### src/rtl/caxi4dma_ctrl_if_mux_reg.sv
// caxi4dma_ctrl_if_mux_reg
// Registered control-interface address mux for the DMA controller.
// One register access at a time is decoded against NUM_TGT address windows
// and forwarded to exactly one register block through a one-hot select. The
// block's ready completes the access, and the read data and error flag are
// returned through registers. Unmapped addresses complete with an error.
//
// Optional feature: define CAXI4DMA_CTRL_IF_TIMEOUT_EN to build a watchdog
// that errors out an access whose target stays silent for TIMEOUT_CYC
// cycles. Without it, ACCESS waits for the target indefinitely.
module caxi4dma_ctrl_if_mux_reg #(
    parameter int unsigned                NUM_TGT     = 4,
    parameter int unsigned                ADDR_W      = 11,
    parameter int unsigned                DATA_W      = 32,
    parameter logic [NUM_TGT*ADDR_W-1:0]  TGT_BASE    = {11'h460, 11'h060, 11'h004, 11'h000},
    parameter logic [NUM_TGT*ADDR_W-1:0]  TGT_LIMIT   = {11'h7FF, 11'h45F, 11'h05F, 11'h003},
    parameter int unsigned                TIMEOUT_CYC = 256,
    parameter logic [DATA_W-1:0]          ERR_RDATA   = DATA_W'(32'hDEADBEEF)
) (
    input  logic                        clock,
    input  logic                        resetn,
    // control slave side
    input  logic                        ctrl_sel,
    input  logic                        ctrl_wen,
    input  logic [ADDR_W-1:0]           ctrl_addr,
    input  logic [DATA_W-1:0]           ctrl_wdata,
    input  logic [DATA_W/8-1:0]         ctrl_wstrb,
    output logic                        ctrl_ready,
    output logic [DATA_W-1:0]           ctrl_rdata,
    output logic                        ctrl_err,
    // register block side
    output logic [NUM_TGT-1:0]          tgt_sel,
    output logic                        tgt_wen,
    output logic [ADDR_W-1:0]           tgt_addr,
    output logic [DATA_W-1:0]           tgt_wdata,
    output logic [DATA_W/8-1:0]         tgt_wstrb,
    input  logic [NUM_TGT*DATA_W-1:0]   tgt_rdata,
    input  logic [NUM_TGT-1:0]          tgt_ready
);

    typedef enum logic [1:0] {
        IDLE,
        ACCESS,
        RESP
    } state_t;

    state_t              state_q;
    state_t              state_d;

    logic [NUM_TGT-1:0]  hit_vec;
    logic                hit_any;
    logic [DATA_W-1:0]   sel_rdata;
    logic                sel_ready;
    logic                tmo_expired;

    // Captured completion, presented on the ctrl_* outputs for one cycle.
    logic [DATA_W-1:0]   rsp_rdata_q;
    logic                rsp_err_q;

    // Window decode of the incoming address; lowest index wins on overlap.
    always_comb begin
        // NOTE: every variable gets a default before any conditional write,
        // otherwise synthesis infers a latch to hold the old value.
        hit_vec = '0;
        hit_any = 1'b0;
        for (int i = int'(NUM_TGT) - 1; i >= 0; i--) begin
            if ((ctrl_addr >= TGT_BASE[i*ADDR_W +: ADDR_W]) &&
                (ctrl_addr <= TGT_LIMIT[i*ADDR_W +: ADDR_W])) begin
                hit_vec    = '0;
                hit_vec[i] = 1'b1;
                hit_any    = 1'b1;
            end
        end
    end

    // Ready and read data of the selected target only; tgt_sel is one-hot or zero.
    always_comb begin
        sel_rdata = '0;
        sel_ready = 1'b0;
        for (int i = 0; i < int'(NUM_TGT); i++) begin
            if (tgt_sel[i]) begin
                sel_rdata = sel_rdata | tgt_rdata[i*DATA_W +: DATA_W];
                sel_ready = sel_ready | tgt_ready[i];
            end
        end
    end

`ifdef CAXI4DMA_CTRL_IF_TIMEOUT_EN
    localparam int unsigned CNT_W = $clog2(TIMEOUT_CYC);

    logic [CNT_W-1:0] tmo_cnt;

    // Counts ACCESS cycles; held at zero outside ACCESS so it starts fresh on entry.
    always_ff @(posedge clock or negedge resetn) begin
        if (!resetn) begin
            tmo_cnt <= '0;
        end else if (state_q == ACCESS) begin
            tmo_cnt <= tmo_cnt + CNT_W'(1);
        end else begin
            tmo_cnt <= '0;
        end
    end

    // The last permitted ACCESS cycle is the one with the count at TIMEOUT_CYC-1.
    assign tmo_expired = (state_q == ACCESS) && (tmo_cnt == CNT_W'(TIMEOUT_CYC - 1));
`else
    assign tmo_expired = 1'b0;
`endif

    // State register.
    always_ff @(posedge clock or negedge resetn) begin
        // NOTE: sequential state uses non-blocking assignment so every
        // register samples its pre-edge inputs regardless of statement order.
        if (!resetn) begin
            state_q <= IDLE;
        end else begin
            state_q <= state_d;
        end
    end

    // Next-state logic; target ready takes priority over timeout expiry.
    always_comb begin
        state_d = state_q;
        case (state_q)
            IDLE: begin
                if (ctrl_sel) begin
                    state_d = hit_any ? ACCESS : RESP;
                end
            end
            ACCESS: begin
                if (sel_ready || tmo_expired) begin
                    state_d = RESP;
                end
            end
            RESP: begin
                state_d = IDLE;
            end
            default: begin
                state_d = IDLE;
            end
        endcase
    end

    // Request capture, target select and completion capture.
    always_ff @(posedge clock or negedge resetn) begin
        // NOTE: the response registers are reset too, even though ctrl_* is
        // gated by RESP, so no X can ever reach the bus after reset.
        if (!resetn) begin
            tgt_sel     <= '0;
            tgt_wen     <= 1'b0;
            tgt_addr    <= '0;
            tgt_wdata   <= '0;
            tgt_wstrb   <= '0;
            rsp_rdata_q <= '0;
            rsp_err_q   <= 1'b0;
        end else begin
            case (state_q)
                IDLE: begin
                    if (ctrl_sel) begin
                        tgt_wen   <= ctrl_wen;
                        tgt_addr  <= ctrl_addr;
                        tgt_wdata <= ctrl_wdata;
                        tgt_wstrb <= ctrl_wstrb;
                        // A miss leaves tgt_sel at zero, so no target sees it.
                        tgt_sel   <= hit_vec;
                        if (!hit_any) begin
                            rsp_err_q   <= 1'b1;
                            rsp_rdata_q <= ctrl_wen ? '0 : ERR_RDATA;
                        end
                    end
                end
                ACCESS: begin
                    if (sel_ready) begin
                        tgt_sel     <= '0;
                        rsp_err_q   <= 1'b0;
                        rsp_rdata_q <= tgt_wen ? '0 : sel_rdata;
                    end else if (tmo_expired) begin
                        tgt_sel     <= '0;
                        rsp_err_q   <= 1'b1;
                        rsp_rdata_q <= tgt_wen ? '0 : ERR_RDATA;
                    end
                end
                default: begin
                end
            endcase
        end
    end

    // One-cycle completion pulse; data and error are zero outside the pulse.
    always_ff @(posedge clock or negedge resetn) begin
        if (!resetn) begin
            ctrl_ready <= 1'b0;
            ctrl_rdata <= '0;
            ctrl_err   <= 1'b0;
        end else begin
            ctrl_ready <= (state_q == RESP);
            ctrl_rdata <= (state_q == RESP) ? rsp_rdata_q : '0;
            ctrl_err   <= (state_q == RESP) ? rsp_err_q : 1'b0;
        end
    end

endmodule

### config.mk
export PLATFORM = sky130hd
export DESIGN_NAME = caxi4dma_ctrl_if_mux_reg
export DESIGN_NICKNAME = d
export VERILOG_FILES = /design/src/rtl/caxi4dma_ctrl_if_mux_reg.sv
export SDC_FILE = /design/constraint.sdc
export NUM_CORES = 1
export LEC_CHECK = 0
export CORE_UTILIZATION = 43
export CTS_BUF_LIST = sky130_fd_sc_hd__clkbuf_16
export DETAILED_ROUTE_END_ITERATION = 6
export PLACE_DENSITY = 0.84
export SLEW_MARGIN = 30
export SYNTH_ARGS = -nofsm -noshare
export SYNTH_HDL_FRONTEND = slang
export SYNTH_SLANG_ARGS = --single-unit
### constraint.sdc
create_clock -name clock -period 2.9 [get_ports clock]
set_input_delay 0.58 -clock clock [delete_from_list [all_inputs] [get_ports clock]]
set_output_delay 0.58 -clock clock [all_outputs]
set_load 0.03 [all_outputs]
==> impl_metrics.tcl <==
set metrics [dict create \
    core_mm2 0.0120 \
    status "finished clean" \
    postRouteAntennaNets 0 \
    use_met3 0.0798 \
    power_w 0.00401 \
    finalHoldViolCount 0 \
    gr-max-usage-layer "met2" \
    clk_pin_slew_worst_paths_ns 0.05 \
    setup_tns_ns 0 \
    clk_latency_ns 0.41 \
    area_growth_pct 63.9 \
    finalCritPeriodShare 0.812 \
    cts_made_buffers 17 \
    io_buffer_count 268 \
    slowest_stage "clkdlybuf4s50_1" \
    cpLargestDelayFamily "buffers and inverters" \
    grt_pass1_vias 4817 \
    antenna_found_initial 0 \
    grt_pass1_wl_um 24900 \
    yosys-top-cells-area "dfrtp_1, a22oi_1, mux2_4" \
    groute.usage.overall 0.257 \
    nets 890 \
    multi_input_area_mm2 0.00211 \
    rows 40 \
    cp.required_ns 2.32 \
    vias_per_cell 5.27 \
    ys_types 27 \
    wirelength_um 15900 \
    async_flop_share 1.00 \
    crit_fanout 24 \
    critPathKind "flop to primary output" \
    worstMarginPinSlew_ns 0.664 \
    die_y_um 113 \
    power_density_mw_per_mm2 461 \
    yosysTopAreaCell "dfrtp_1" \
    globalplace.congestion 0.834 \
    rsz0062_at_grt "false" \
    htree_levels 4 \
    skew_ns 0.00517 \
    synth_top_area_share 0.571 \
    hold_buffers 0 \
    yosysSeqAreaShare 0.571 \
    n_fill_cell 853 \
    r2r_start "tgt_sel[0]$_DFFE_PN0P_" \
    maxSlewHeadroom 0.556 \
    synth-edff-count 0 \
    leakagePower_nw 3.89 \
    clkSinkCount 121 \
    grt_max_degree 57 \
    place_area_mm2 0.00812 \
    first_iter_violations 283 \
    met1_usage 0.290 \
    ctsResizeCount 0 \
    timing.critical_path.from "tgt_sel[3]$_DFFE_PN0P_" \
    cp-start-kind "flop" \
    endpoint_kind "primary output" \
    synth_warnings 0 \
    diodes 0 \
    max_freq_ghz 0.425 \
    critPathBufInv 2 \
    seqCellArea_mm2 0.00303 \
    fp.dieW_um 113 \
    cts_setup_buffers 0 \
    gr-total-overflow 0 \
    clockBufferDepth 2 \
    start_util 0.442 \
    grt.met2_usage 0.452 \
    cts_tree "built" \
    drv_cap 0 \
    wire_per_inst_um 18.3 \
    synth-main-ff-cell "dfrtp_1" \
    final-max-slew-violation-count 0 \
    ctsRootBufferMaster "clkbuf_16" \
    dp.final_hpwl_um 11500 \
    slowest_delay_ns 0.73 \
    mappedNetlistArea_mm2 0.00530 \
    ir_drop_v 0.000448 \
    ios 269 \
    postSynthAreaPerCell_um2 11.9 \
    setup_violations 0 \
    vias 4567 \
    syn_nets 627 \
    worstPathCellList "buf_4, clkdlybuf4s50_1" \
    layout-drive-gt1-share 0.139 \
    dr.pass1.iters 4 \
    hold_class "input port to asynchronous set/reset pin" \
    fin_area_mm2 0.00869 \
    dieArea_mm2 0.0128 \
    syn-instance-count 444 \
    ys_ff_latch 121 \
    min_period_ns 2.35 \
    drc 0 \
    crit_arrival_ns 1.77 \
]
==> metrics by stage <==
| step | cells | setup slack, ns | hold WS [ns] | util |
|---|---|---|---|---|
| 6_report | 867 | 0.546 | 0.181 | 0.724 |
| 5_1_grt | 867 | 0.482 | 0.215 | 0.724 |
| 4_1_cts | 867 | 0.525 | 0.187 | 0.723 |
| 3_5_place_dp | 835 | 0.552 | 0.463 | 0.676 |
| 3_3_place_gp | 835 | 0.649 | 0.458 | 0.676 |
| 2_1_floorplan | 444 | 1.31 | 0.284 | - |
==> path summary, 6_finish.rpt <==
check,depth (start not counted),to,slack [ns]
setup / recovery,2,tgt_sel[3],0.55
hold / removal,1,rsp_rdata_q[9]$_DFFE_PN0P_,0.18
setup reg to reg,6,rsp_rdata_q[11]$_DFFE_PN0P_,0.83
hold reg to reg,1,ctrl_rdata[4]$_DFF_PN0_,0.48
max in group asynchronous,2,tgt_wdata[0]$_DFFE_PN0P_,2.00
min in group clock,1,ctrl_rdata[4]$_DFF_PN0_,0.48
==> worst register-to-register path, cell delays in order, from the launching register on <==
cell     delay, ns
dfrtp_1       0.34
buf_4         0.38
a22oi_2       0.20
a21oi_4       0.58
buf_12        0.27
nor2_1        0.07
a21oi_1       0.15
==> sequential cells by signal, summed over array words and instances, names as in the netlist <==
register,count
tgt_wdata,32
rsp_err_q,1
tgt_sel,4
tgt_wstrb,4
rsp_rdata_q,32
state_q,2
ctrl_rdata,32
tgt_addr,11
ctrl_ready,1
ctrl_err,1
tgt_wen,1
==> metal layers <==
metal,vias to the layer above,share of wire
met1,2231,0.37
li1,2109,-
met3,26,0.075
met5,-,0
met4,0,0.021
met2,201,0.53
==> layout make-up <==
cell class | count | area share
flip-flops and latches | 121 | 0.348
repair buffers | 280 | 0.323
multi-input cells | 287 | 0.242
clock buffers | 17 | 0.0489
well taps | 147 | 0.0212
clock inverters | 15 | 0.0163
==> cells in the final DEF (no fill, tap or decap), types with 2 or more instances in the layout <==
cell             netlist  routed
a22oi_1               64      64
mux2_4                30      30
a21oi_1               56      56
dfrtp_1              121     121
nand2_1               29      29
mux2_1                 3       3
buf_12                 0       3
clkdlybuf4s50_1        0     267
buf_4                  0      10
bufinv_16              0       3
nor2_1                28      28
a22o_1                 2       2
o21ai_0                2       2
inv_1                  0       2
a22oi_2                2       2
clkinv_1               0       5
mux2_2                23      23
clkinv_2               0       5
and2_1                35      34
clkbuf_16              0      17
==> cell usage after synthesis, types with 3 or more instances <==
library cell	count
dfrtp_1	121
a22oi_1	64
a21oi_1	56
and2_1	35
mux2_4	30
nand2_1	29
nor2_1	28
mux2_2	23
buf_2	15
clkbuf_1	15
buf_6	5
mux2_1	3
nor2b_1	3
==> kinds of logic after synthesis <==
group,Yosys count,synth area share
AOI/OAI and AO/OA,129,0.159
xor gates and xnor gates,1,0.00165
buffers and inverters,36,0.0363
DFF,121,0.571
muxes,56,0.140
and+or+nand+nor,101,0.0922
==> power breakdown <==
part,internal (W),total (W),switching [W]
sequential,0.00169,0.00169,0
clock,0.00132,0.00202,0.000701
combinational,0.000219,0.000296,0.0000770
No activity file was read; power rests on OpenSTA's default activity.
